[src/rtl/key_sw_io_pkg.sv]
// Shared constants for the KEY/SW memory-mapped input block:
// register addresses, control-register bit positions and the window base.
package key_sw_io_pkg;

  localparam logic [15:0] WIN_BASE   = 16'hFFF0;
  localparam logic [15:0] ADDR_KDATA = 16'hFFF0;
  localparam logic [15:0] ADDR_SDATA = 16'hFFF2;
  localparam logic [15:0] ADDR_KCTRL = 16'hFFF4;
  localparam logic [15:0] ADDR_SCTRL = 16'hFFF6;

  localparam int CTRL_READY = 0;
  localparam int CTRL_OVR   = 2;
  localparam int CTRL_IE    = 8;

  // Word index inside the window, taken from ADDR[2:1].
  typedef enum logic [1:0] {
    REG_KDATA = ADDR_KDATA[2:1],
    REG_SDATA = ADDR_SDATA[2:1],
    REG_KCTRL = ADDR_KCTRL[2:1],
    REG_SCTRL = ADDR_SCTRL[2:1]
  } reg_sel_e;

  function automatic logic [15:0] ctrl_word(input logic ready, input logic ovr, input logic ie);
    logic [15:0] w;
    w = '0;
    w[CTRL_READY] = ready;
    w[CTRL_OVR]   = ovr;
    w[CTRL_IE]    = ie;
    return w;
  endfunction

endpackage

[src/rtl/io_debounce.sv]
// Two-flop synchronizer, stability counter and committed register for one
// group of inputs. evt is high on the edge where the committed value loads
// a new (different) value.
module io_debounce
  import key_sw_io_pkg::*;
#(
  parameter int W        = 4,
  parameter int DEBOUNCE = 100000
) (
  input  logic         clk,
  input  logic         rst,
  input  logic [W-1:0] din,
  output logic [W-1:0] q,
  output logic         evt
);

  localparam int CW = $clog2(DEBOUNCE + 1);
  localparam logic [CW-1:0] CNT_MAX = CW'(DEBOUNCE);

  logic [W-1:0]  sync1;
  logic [W-1:0]  sync2;
  logic [CW-1:0] cnt;

  // sync2 has held its value for DEBOUNCE cycles and differs from q
  assign evt = (cnt == CNT_MAX) && (sync2 != q);

  // synchronize, count stable cycles (restart on any change), commit
  always_ff @(posedge clk) begin
    if (rst) begin
      sync1 <= '0;
      sync2 <= '0;
      cnt   <= '0;
      q     <= '0;
    end else begin
      sync1 <= din;
      sync2 <= sync1;
      if (sync1 != sync2) begin
        cnt <= '0;
      end else if (cnt != CNT_MAX) begin
        cnt <= cnt + 1'b1;
      end
      if (evt) begin
        q <= sync2;
      end
    end
  end

endmodule

[src/rtl/key_sw_io.sv]
// Memory-mapped KEY/SW input responder at 0xFFF0-0xFFF7.
// Optional interrupt enable/output controlled by macro KEY_SW_IO_IRQ_EN.
module key_sw_io
  import key_sw_io_pkg::*;
#(
  parameter int DBITS    = 16,
  parameter int DEBOUNCE = 100000,
  parameter int NKEYS    = 4,
  parameter int NSW      = 10
) (
  input  logic             CLK,
  input  logic             RESET,
  input  logic [DBITS-1:0] ADDR,
  input  logic             RE,
  input  logic             WE,
  input  logic [DBITS-1:0] DIN,
  output logic [DBITS-1:0] DOUT,
  output logic             SEL,
  input  logic [NKEYS-1:0] KEY_N,
  input  logic [NSW-1:0]   SW,
  output logic             IRQ
);

  localparam logic [DBITS-4:0] WIN_TAG = (DBITS-3)'(WIN_BASE >> 3);

  logic [NKEYS-1:0] key_q;
  logic             key_evt;
  logic [NSW-1:0]   sw_q;
  logic             sw_evt;

  logic k_ready, k_ovr, k_ie;
  logic s_ready, s_ovr, s_ie;

  reg_sel_e reg_idx;
  logic     rd_kdata, rd_sdata, wr_kctrl, wr_sctrl;
  logic     unused_bits;

  io_debounce #(.W(NKEYS), .DEBOUNCE(DEBOUNCE)) u_key_db (
    .clk (CLK),
    .rst (RESET),
    .din (~KEY_N),
    .q   (key_q),
    .evt (key_evt)
  );

  io_debounce #(.W(NSW), .DEBOUNCE(DEBOUNCE)) u_sw_db (
    .clk (CLK),
    .rst (RESET),
    .din (SW),
    .q   (sw_q),
    .evt (sw_evt)
  );

  assign reg_idx  = reg_sel_e'(ADDR[2:1]);
  assign SEL      = (ADDR[DBITS-1:3] == WIN_TAG);
  assign rd_kdata = RE & SEL & (reg_idx == REG_KDATA);
  assign rd_sdata = RE & SEL & (reg_idx == REG_SDATA);
  assign wr_kctrl = WE & SEL & (reg_idx == REG_KCTRL);
  assign wr_sctrl = WE & SEL & (reg_idx == REG_SCTRL);

  // DIN carries only the Overrun/IE bits we care about; ADDR[0] is a byte lane
  assign unused_bits = ^{DIN, ADDR[0]};

  // Ready/Overrun for both groups; a DATA read on the event edge
  // consumes the old value, so it neither clears Ready nor flags overrun
  always_ff @(posedge CLK) begin
    if (RESET) begin
      k_ready <= 1'b0;
      k_ovr   <= 1'b0;
      s_ready <= 1'b0;
      s_ovr   <= 1'b0;
    end else begin
      if (key_evt) begin
        k_ready <= 1'b1;
      end else if (rd_kdata) begin
        k_ready <= 1'b0;
      end
      if (key_evt && k_ready && !rd_kdata) begin
        k_ovr <= 1'b1;
      end else if (wr_kctrl && !DIN[CTRL_OVR]) begin
        k_ovr <= 1'b0;
      end

      if (sw_evt) begin
        s_ready <= 1'b1;
      end else if (rd_sdata) begin
        s_ready <= 1'b0;
      end
      if (sw_evt && s_ready && !rd_sdata) begin
        s_ovr <= 1'b1;
      end else if (wr_sctrl && !DIN[CTRL_OVR]) begin
        s_ovr <= 1'b0;
      end
    end
  end

`ifdef KEY_SW_IO_IRQ_EN
  logic irq_q;

  // interrupt enables written from DIN[8] on CTRL stores
  always_ff @(posedge CLK) begin
    if (RESET) begin
      k_ie <= 1'b0;
      s_ie <= 1'b0;
    end else begin
      if (wr_kctrl) k_ie <= DIN[CTRL_IE];
      if (wr_sctrl) s_ie <= DIN[CTRL_IE];
    end
  end

  // registered interrupt request, one cycle behind Ready&IE
  always_ff @(posedge CLK) begin
    if (RESET) begin
      irq_q <= 1'b0;
    end else begin
      irq_q <= (k_ready & k_ie) | (s_ready & s_ie);
    end
  end

  assign IRQ = irq_q;
`else
  assign k_ie = 1'b0;
  assign s_ie = 1'b0;
  assign IRQ  = 1'b0;
`endif

  // zero-latency read mux; zero outside the window
  always_comb begin
    DOUT = '0;
    if (SEL) begin
      case (reg_idx)
        REG_KDATA: DOUT = DBITS'(key_q);
        REG_SDATA: DOUT = DBITS'(sw_q);
        REG_KCTRL: DOUT = DBITS'(ctrl_word(k_ready, k_ovr, k_ie));
        REG_SCTRL: DOUT = DBITS'(ctrl_word(s_ready, s_ovr, s_ie));
        default:   DOUT = '0;
      endcase
    end
  end

endmodule

[config.mk]
export PLATFORM = sky130hd
export DESIGN_NAME = key_sw_io
export DESIGN_NICKNAME = d
export VERILOG_FILES = /design/src/rtl/key_sw_io_pkg.sv /design/src/rtl/io_debounce.sv /design/src/rtl/key_sw_io.sv
export SDC_FILE = /design/constraint.sdc
export NUM_CORES = 1
export LEC_CHECK = 0
export ABC_AREA = 1
export CORE_MARGIN = 8
export CORE_UTILIZATION = 54
export DETAILED_ROUTE_END_ITERATION = 16
export PLACE_DENSITY = 0.81
export SKIP_CTS_REPAIR_TIMING = 1
export SYNTH_ARGS = -nofsm -noshare
export SYNTH_HDL_FRONTEND = slang
export SYNTH_HIERARCHICAL = 1
export SYNTH_SLANG_ARGS = --single-unit
[constraint.sdc]
create_clock -name CLK -period 1.9 [get_ports CLK]
set_clock_uncertainty 0.05 [all_clocks]
set_input_delay 0.475 -clock CLK [delete_from_list [all_inputs] [get_ports CLK]]
set_output_delay 0.475 -clock CLK [all_outputs]
set_load 0.05 [all_outputs]
==> impl_metrics.ini, run 1 <==
[logic_synthesis]
synth_compound_gate_area_share_pct = 6.492
synth.mux.area_fraction_pct = 0
yosysWarnings = 6
yosys.area_share.adder_pct = 1.154
synth_top_family_by_area = simple AND/OR/NAND/NOR gates
synth_simple_gate_area_share_pct = 39.73
synth.avg_cell_area_sq_um = 6.662
post_synth_inst_count = 651
post-synth-top-area-cell = dfxtp_1
library_cells_used_by_synthesis = 37
synth.yosys.seq_area_share_pct = 36.93
netlist_top_cells_area = dfxtp_1, nand2_1, nor2_1
post_synth_instance_area_sq_mm = 0.004337
synth_xor_xnor_area_share_pct = 3.231
top_cell_type_s_share_of_synthesized_area_pct = 36.93
synth_seq_cells = 80

[drt]
antenna_violating_nets_post_route = 0
drt-vias-per-instance = 5.030
detail_route.drc_violations = 0
initialDrtViolationCount = 207
dr_total_vias = 4130
routedWlPerCell_um = 12.27
drtPass1Iterations = 4
finalWirelength_mm = 10.07

[sta]
rsz0062_at_grt = yes
finalMaxSlewViolations = 0
hold_viol_final = 0
fmax_mhz = 513.9
min_period_over_period_pct = 102.4
post-route-min-period_ps = 1946
setup_ws_ps = -45.88
final_number_of_setup_violating_endpoints = 4

[placed_design]
dp.final_hpwl_mm = 7.435
detailed_place.area_sq_mm = 0.005185
place_congestion = 0.8827
portBuffers = 44

[floorplan]
ioPinCount = 68
floorplan.core_area_sq_mm = 0.007767
die_y_um = 105.6
fp.dieArea_sq_mm = 0.01115
placement_rows = 32
floorplan.initialDensity_pct = 55.83
dieWidth_um = 105.6

[cells_and_area]
area_growth_pct = 26.57
antenna-diode-count = 0
fin_util_pct = 70.67
drive_above_1_share_pct = 17.52
postLayoutCellArea_sq_mm = 0.005489
final_nets = 768
layout.filler_cells = 613

[status]
run_status = complete, but fails checks
violations = negative setup slack

[worst_setup_path]
end_kind = output port
setup.worst_path.class = in2out
cp_data_required_time_ps = 1370
worst_ep_arrival_time_ps = 1420
critPathMaxFanout = 4
start_kind = input pin

[grt]
grt_pass1_vias = 3971
grt.overflow.total = 0
wire_length_of_the_first_global_routing_pass_mm = 17.08
grt_antenna_before_repair = 0
grtUsageTotal_pct = 17.82
largest_net_degree_at_the_start_of_global_routing = 21

[power]
total_leakage_power_nw = 2.205
sequentialPowerShare_pct = 49.7
power.switching_fraction_pct = 25.17
power-per-cell-area_mw_per_mm2 = 633.6
power.share.clock_pct = 40.2
switchingPower_uw = 875.5
irDropWorstVdd_mv = 0.5064
combPwrFrac_pct = 10.0
power.internal_mw = 2.602

[clocking]
numClockSinks = 80
cts.path.max_buffers = 2
cts.clk_slew.worst_paths_ps = 90
maximum_level_of_the_cts_h_tree = 3
clock_tree_from_tritoncts = built
clock_latency_ps = 350
tritoncts.num_buffers = 9
clockRootBuffer = clkbuf_8

[min_path]
holdCritPathClass = reg2reg

[flow_run]
maxcap_viol_count = 0
[metal layers]
layer | vias up | share of wire, % | GRT usage [%]
met4 | 0 | 1.3 | 5.226
li1 | 2128 | - | -
met3 | 17 | 4.0 | 2.923
met2 | 98 | 51 | 32.64
met1 | 1887 | 43 | 20.75
met5 | - | 0 | 0
[registers in the layout, indices dropped and copies added, names as in the netlist]
| signal | flops |
|---|---|
| u_key_db/cnt | 17 |
| u_sw_db/cnt | 17 |
| u_sw_db/q | 10 |
| u_sw_db/sync1 | 10 |
| u_sw_db/sync2 | 10 |
| u_key_db/q | 4 |
| u_key_db/sync1 | 4 |
| u_key_db/sync2 | 4 |
| k_ovr | 1 |
| k_ready | 1 |
| s_ovr | 1 |
| s_ready | 1 |
[final timing paths]
path,startpoint,endpoint,slack [ps],cells past startpoint
max,ADDR[4],DOUT[0],-50,8
min,u_sw_db/sync1[6],u_sw_db/sync2[6],390,2
min reg2reg,u_sw_db/sync1[6],u_sw_db/sync2[6],390,2
max reg2reg,u_sw_db/sync2[0],u_sw_db/q[0],180,9
[cells by family (layout without fill, tap and decap cells)]
kind of cell | after synthesis | count (layout)
compound gates | 51 | 51
xor+xnor | 16 | 16
fa+ha+maj | 4 | 4
buf+inv | 128 | 190
flops | 80 | 80
other cells | 1 | 7
simple gates | 371 | 371
[power by group through the flow]
stage          combinational (mW)  sequential (mW)  clock (mW)
2_1_floorplan               0.211             1.76           0
3_3_place_gp                0.321             1.77           0
3_5_place_dp                0.331             1.77           0
4_1_cts                     0.335             1.73        1.42
5_1_grt                     0.386             1.73        1.49
6_report                    0.349             1.73        1.40
[placed cells by master, fill, tap and decap left out, types with 3 or more instances in the layout]
cell type,n
nand2_2,7
nand3_2,3
clkinvlp_4,4
inv_1,98
nor2_2,3
nor2_4,17
nand3_1,49
xor2_1,4
conb_1,7
buf_4,21
o21ai_0,6
a21oi_1,34
xnor2_1,12
nand2_1,138
buf_12,11
inv_2,8
nor2_1,109
nor3_2,8
clkdlybuf4s50_1,18
ha_1,4
clkinv_2,3
nand2_4,5
nor3_1,8
clkbuf_8,9
dfxtp_1,80
buf_6,6
nand4_1,13
dlymetal6s2s_1,3
[area by class of cell]
class | count | area (sq um) | share of cell area (%)
tap | 102 | 127.6 | 2.325
timing repair inverter | 1 | 7.507 | 0.1368
inverter | 112 | 431.7 | 7.864
clock buffer | 9 | 123.9 | 2.257
multi-input combinational | 449 | 2421 | 44.11
sequential | 80 | 1602 | 29.18
timing repair buffer | 61 | 673.1 | 12.26
clock inverter | 7 | 102.6 | 1.869
[metrics by stage]
stage          power [mW]  hold WS (ps)  setup TNS, ps  std cells  setup WS [ps]
6_report            3.478         391.1         -139.4        821         -45.88
5_1_grt             3.612         407.2         -487.7        821         -82.71
3_5_place_dp        2.101         380.0          -6011        801         -524.0
2_1_floorplan       1.974         364.7         -464.6        657         -94.25
3_3_place_gp        2.088         372.9          -5459        801         -501.7
4_1_cts             3.489         393.1          -5207        817         -524.9
[cells in the mapped netlist, drive strengths merged]
library cell  count
nand2           152
nor2            130
inv             108
dfxtp            80
nand3            52
a21oi            36
nor3             18
buf              14
nand4            14
xnor2            12
o21ai            10
a31oi             4
clkinv            4
ha                4
xor2              4
and2              2
clkbuf            2
nor3b             2
conb              1
nand3b            1
o21bai            1
[critical path, cell delays in order]
cell and delay [ps]:
dlymetal6s2s_1 130, nand2_2 70, inv_2 70, nand2_4 60, nor2_8 190, o21ai_4 90, a31oi_4 170, buf_12 160
(Power assumes the default switching activity.)
==> run 2: changes to the inputs <==
--- a/config.mk
+++ b/config.mk
@@ -7,11 +7,10 @@
 export LEC_CHECK = 0
 export ABC_AREA = 1
 export CORE_MARGIN = 8
-export CORE_UTILIZATION = 54
+export CORE_UTILIZATION = 53
 export DETAILED_ROUTE_END_ITERATION = 16
 export PLACE_DENSITY = 0.81
 export SKIP_CTS_REPAIR_TIMING = 1
 export SYNTH_ARGS = -nofsm -noshare
 export SYNTH_HDL_FRONTEND = slang
-export SYNTH_HIERARCHICAL = 1
 export SYNTH_SLANG_ARGS = --single-unit
==> impl_metrics.ini, run 2 <==
[cells_and_area]
drive_above_1_share_pct = 18.86
area_growth_pct = 29.82
fin_util_pct = 70.90
commonest_cells_after_routing_fill_and_taps_aside = nand2_1, nor2_1, dfxtp_1
antenna-diode-count = 0
layout_top_registers = u_key_db.cnt x17, u_sw_db.cnt x17
final_nets = 696

[sta]
rsz0062_at_grt = yes
final_number_of_setup_violating_endpoints = 11
fmax_mhz = 461.4
min_period_over_period_pct = 114.1
finalMaxSlewViolations = 0
post-route-min-period_ps = 2167
setup_ws_ps = -267.3
fin_setup_tns_ps = -2364
hold_viol_final = 0

[power]
irDropWorstVdd_mv = 0.3885
power.switching_fraction_pct = 26.88
switchingPower_uw = 866.3
sequentialPowerShare_pct = 53.6
power-per-cell-area_mw_per_mm2 = 630.1
combPwrFrac_pct = 8.8
power.internal_mw = 2.356
power.share.clock_pct = 37.5
total_leakage_power_nw = 2.189

[drt]
dr_total_vias = 3679
initialDrtViolationCount = 136
drt-vias-per-instance = 4.932
routedWlPerCell_um = 12.56
antenna_violating_nets_post_route = 0
detail_route.drc_violations = 0
drtPass1Iterations = 4
finalWirelength_mm = 9.373

[logic_synthesis]
synthArstFlopShare_pct = 0
post_synth_instance_area_sq_mm = 0.003940
synth_seq_cells = 80
synth_enable_flop_cells = 0
synth.top_cells.by_count = nor2_1, nand2_1, dfxtp_1
post-synth-top-area-cell = dfxtp_1
top_cell_type_s_share_of_synthesized_area_pct = 40.65
post_synth_inst_count = 569
synth_top_flop_cell = dfxtp_1
library_cells_used_by_synthesis = 40
yosysWarnings = 0
synth.yosys.seq_area_share_pct = 40.65
post-synth-top-count-cell = nor2_1
netlist_top_cells_area = dfxtp_1, nor2_1, nand2_1
synth.avg_cell_area_sq_um = 6.924

[floorplan]
ioPinCount = 68
floorplan.core_area_sq_mm = 0.007214
floorplan.initialDensity_pct = 54.61
fp.dieArea_sq_mm = 0.01045
placement_rows = 31
die_y_um = 102.2
dieWidth_um = 102.2

[grt]
grt_antenna_before_repair = 0
largest_net_degree_at_the_start_of_global_routing = 23
wire_length_of_the_first_global_routing_pass_mm = 15.59
grt.overflow.total = 0
grt_pass1_vias = 3542
grtUsageTotal_pct = 18.71

[clocking]
maximum_level_of_the_cts_h_tree = 3
clock_latency_ps = 360
clock_tree_from_tritoncts = built
cts.clk_slew.worst_paths_ps = 90
clockRootBuffer = clkbuf_8
cts.path.max_buffers = 2
numClockSinks = 80
tritoncts.num_buffers = 9

[placed_design]
portBuffers = 44
place_congestion = 0.8093
dp.final_hpwl_mm = 6.972

[worst_setup_path]
critPathMaxFanout = 4
setup.worst_path.class = in2out
start_kind = input pin
end_kind = output port
worst_ep_arrival_time_ps = 1640
cp_data_required_time_ps = 1370

[min_path]
holdCritPathClass = reg2reg

[status]
violations = negative setup slack
run_status = complete, but fails checks

[flow_run]
maxcap_viol_count = 0
run 2: changes by cell type after synthesis, sizes merged, moves of 7 or more:
cell and delta:
a21oi -11, inv -19, nand2 -37, nand3 -25, nor2 -7, nor3 +8, o21ai +7, xnor2 -7
run 2: path summary, 6_finish.rpt:
path / slack [ps] / start / end / cells past startpoint
min reg2reg: 390 / u_key_db.sync1[2] / u_key_db.sync2[2] / 2
max reg2reg: 220 / u_sw_db.cnt[0] / u_sw_db.q[2] / 10
min: 390 / u_key_db.sync1[2] / u_key_db.sync2[2] / 2
max: -270 / ADDR[14] / DOUT[9] / 9
run 2: cell families (layout without fill, tap and decap cells):
| group | after synthesis | count (layout) | synth area share (%) |
|---|---|---|---|
| simple gates | 315 | 315 | 36.84 |
| buf+inv | 106 | 178 | 11.37 |
| xor+xnor | 13 | 13 | 2.890 |
| other cells | 1 | 7 | 0.09518 |
| fa+ha+maj | 4 | 4 | 1.270 |
| compound gates | 50 | 50 | 6.891 |
| flops | 80 | 80 | 40.65 |
run 2: per-stage QoR:
stage / setup WS (ps) / area (sq um) / std cells / total power [mW] / hold WS (ps)
5_1_grt: -333.3 / 5115 / 746 / 3.369 / 412.0
3_5_place_dp: -650.3 / 4856 / 725 / 2.051 / 378.0
6_report: -267.3 / 5115 / 746 / 3.223 / 390.5
2_1_floorplan: -470.2 / 4085 / 575 / 1.931 / 364.7
4_1_cts: -657.2 / 5046 / 741 / 3.246 / 393.0
3_3_place_gp: -592.6 / 4856 / 725 / 2.042 / 369.9
run 2: power groups by stage:
| stage | Combinational [mW] | Clock, mW | Sequential, mW |
|---|---|---|---|
| after floorplan | 0.169 | 0 | 1.76 |
| after global placement | 0.275 | 0 | 1.77 |
| after detailed placement | 0.283 | 0 | 1.77 |
| after CTS | 0.286 | 1.23 | 1.73 |
| after global routing | 0.313 | 1.32 | 1.73 |
| final | 0.284 | 1.21 | 1.73 |
run 2: area by class of cell:
cell class | instances | area, sq um
clock buffer | 10 | 137.6
fill | 581 | 2100
sequential | 80 | 1602
inverter | 91 | 346.6
multi-input combinational | 389 | 2049
clock inverter | 6 | 52.55
tap | 99 | 123.9
timing repair buffer | 71 | 803.3
run 2: critical path, stage by stage:
cell	delay, ps
dlymetal6s2s_1	120
nand2_1	110
nor2_4	120
nand2_2	60
nor2_4	160
clkinv_4	110
buf_4	150
nor3_4	150
buf_12	160
run 2: routing by layer:
metal  track usage (%)  wire length (um)
met5                 0                 0
met4             5.530               131
met3             5.722               429
met2             34.58              5018
met1             19.80              3793
==> run 3: changes to the inputs <==
--- a/config.mk
+++ b/config.mk
@@ -6,8 +6,8 @@
 export NUM_CORES = 1
 export LEC_CHECK = 0
 export ABC_AREA = 1
-export CORE_MARGIN = 8
 export CORE_UTILIZATION = 53
+export CTS_CLUSTER_SIZE = 40
 export DETAILED_ROUTE_END_ITERATION = 16
 export PLACE_DENSITY = 0.81
 export SKIP_CTS_REPAIR_TIMING = 1
==> impl_metrics.ini, run 3 (synthesized netlist as in run 2, its figures left out) <==
[status]
run_status = complete, but fails checks
violations = negative setup slack

[cells_and_area]
area_growth_pct = 28.29
drive_above_1_share_pct = 19.31
layout_top_registers = u_key_db.cnt x17, u_sw_db.cnt x17
final_nets = 691
commonest_cells_after_routing_fill_and_taps_aside = nand2_1, nor2_1, dfxtp_1
postLayoutCellArea_sq_mm = 0.005055
antenna-diode-count = 0

[grt]
grt_pass1_vias = 3427
grtUsageTotal_pct = 23.68
wire_length_of_the_first_global_routing_pass_mm = 14.40
grt_antenna_before_repair = 0
grt.overflow.total = 0
largest_net_degree_at_the_start_of_global_routing = 23

[sta]
post-route-min-period_ps = 2059
setup_ws_ps = -158.6
min_period_over_period_pct = 108.3
hold_viol_final = 0
fin_setup_tns_ps = -1055
rsz0062_at_grt = yes
fmax_mhz = 485.8
finalMaxSlewViolations = 0
final_number_of_setup_violating_endpoints = 11

[floorplan]
fp.dieArea_sq_mm = 0.007783
floorplan.initialDensity_pct = 54.61
ioPinCount = 68
floorplan.core_area_sq_mm = 0.007214
die_y_um = 88.22
dieWidth_um = 88.22
placement_rows = 31

[drt]
antenna_violating_nets_post_route = 0
routedWlPerCell_um = 11.55
initialDrtViolationCount = 151
drt-vias-per-instance = 4.935
drtPass1Iterations = 4
finalWirelength_mm = 8.555
detail_route.drc_violations = 0
dr_total_vias = 3657

[power]
power.internal_mw = 2.357
irDropWorstVdd_mv = 0.5903
power-per-cell-area_mw_per_mm2 = 633.7
combPwrFrac_pct = 8.8
total_leakage_power_nw = 2.119
power.switching_fraction_pct = 26.41
power.share.clock_pct = 37.2
switchingPower_uw = 846.0
sequentialPowerShare_pct = 53.9

[min_path]
holdCritPathClass = reg2reg

[worst_setup_path]
worstRegToRegCells = 7
crit_path_end = DOUT[2]
cp-startpoint = ADDR[3]
critPathMaxFanout = 5
setup.worst_path.class = in2out
r2r_startpoint = u_key_db.cnt[0]
end_kind = output port
start_kind = input pin
cp_data_required_time_ps = 1370
timing.reg2reg.setup_slack_ps = 200
r2r_end = u_key_db.cnt[16]
worst_ep_arrival_time_ps = 1530

[clocking]
cts.path.max_buffers = 2
tritoncts.num_buffers = 9
clock_latency_ps = 350
clock_tree_from_tritoncts = built
numClockSinks = 80
cts.clk_slew.worst_paths_ps = 90
clockRootBuffer = clkbuf_8
maximum_level_of_the_cts_h_tree = 3

[flow_run]
maxcap_viol_count = 0

[placed_design]
dp.final_hpwl_mm = 6.496
detailed_place.area_sq_mm = 0.004836
place_congestion = 0.8015
portBuffers = 44
-- run 3: changes by cell type in the layout (fill, tap and decap cells not counted), moves of 2 or more --
cell,before,now
buf_12,15,13
buf_4,23,19
buf_6,0,6
dlymetal6s2s_1,10,5
nor2_2,7,9
-- run 3: worst min-delay path by stage --
stage	start	end	slack, ps	cells after the start
CTS	u_key_db.sync1[2]	u_key_db.sync2[2]	390	2
global placement	u_sw_db.sync1[2]	u_sw_db.sync2[2]	370	2
detailed placement	u_sw_db.sync1[0]	u_sw_db.sync2[0]	380	2
global route	u_sw_db.sync1[2]	u_sw_db.sync2[2]	410	2
finish	u_key_db.sync1[2]	u_key_db.sync2[2]	390	2
floorplan	u_key_db.sync1[2]	u_key_db.sync2[2]	360	2
-- run 3: metrics by stage --
step	cells	util [%]	hold WS (ps)	setup WS (ps)	power [mW]
after floorplan	575	-	364.7	-470.2	1.931
after global placement	724	67.03	369.1	-615.2	2.041
after detailed placement	724	67.03	377.5	-643.9	2.049
after CTS	740	69.67	389.6	-657.2	3.230
after global routing	741	70.07	410.4	-206.6	3.350
final	741	70.07	387.6	-158.6	3.203
-- run 3: area by class of cell --
class | count | area, sq um
Inverter | 91 | 349.1
Timing Repair inverter | 1 | 6.256
Timing Repair Buffer | 65 | 733.2
Tap cell | 99 | 123.9
Fill cell | 588 | 2160
Clock inverter | 6 | 52.55
Sequential cell | 80 | 1603
Clock buffer | 10 | 137.6
Multi-Input combinational cell | 389 | 2049
-- run 3: power by group through the flow --
stage,logic [mW],registers (mW),clock network [mW]
finish,0.282,1.73,1.19
global route,0.313,1.73,1.30
CTS,0.282,1.73,1.22
detailed placement,0.281,1.77,0
global placement,0.275,1.77,0
floorplan,0.169,1.76,0
-- run 3: critical path, cell delays in order --
cell	delay [ps]
dlymetal6s2s_1	140
nor2_2	110
nand2_2	70
nor2_4	270
o21ai_2	120
a31oi_4	180
buf_12	160
-- run 3: routing by layer --
metal,vias up,global-route usage [%],wire length (um)
met1,1677,26.67,3610
met4,0,11.14,127
met2,70,43.99,4535
li1,1898,-,-
met3,12,3.172,283
met5,-,0,0
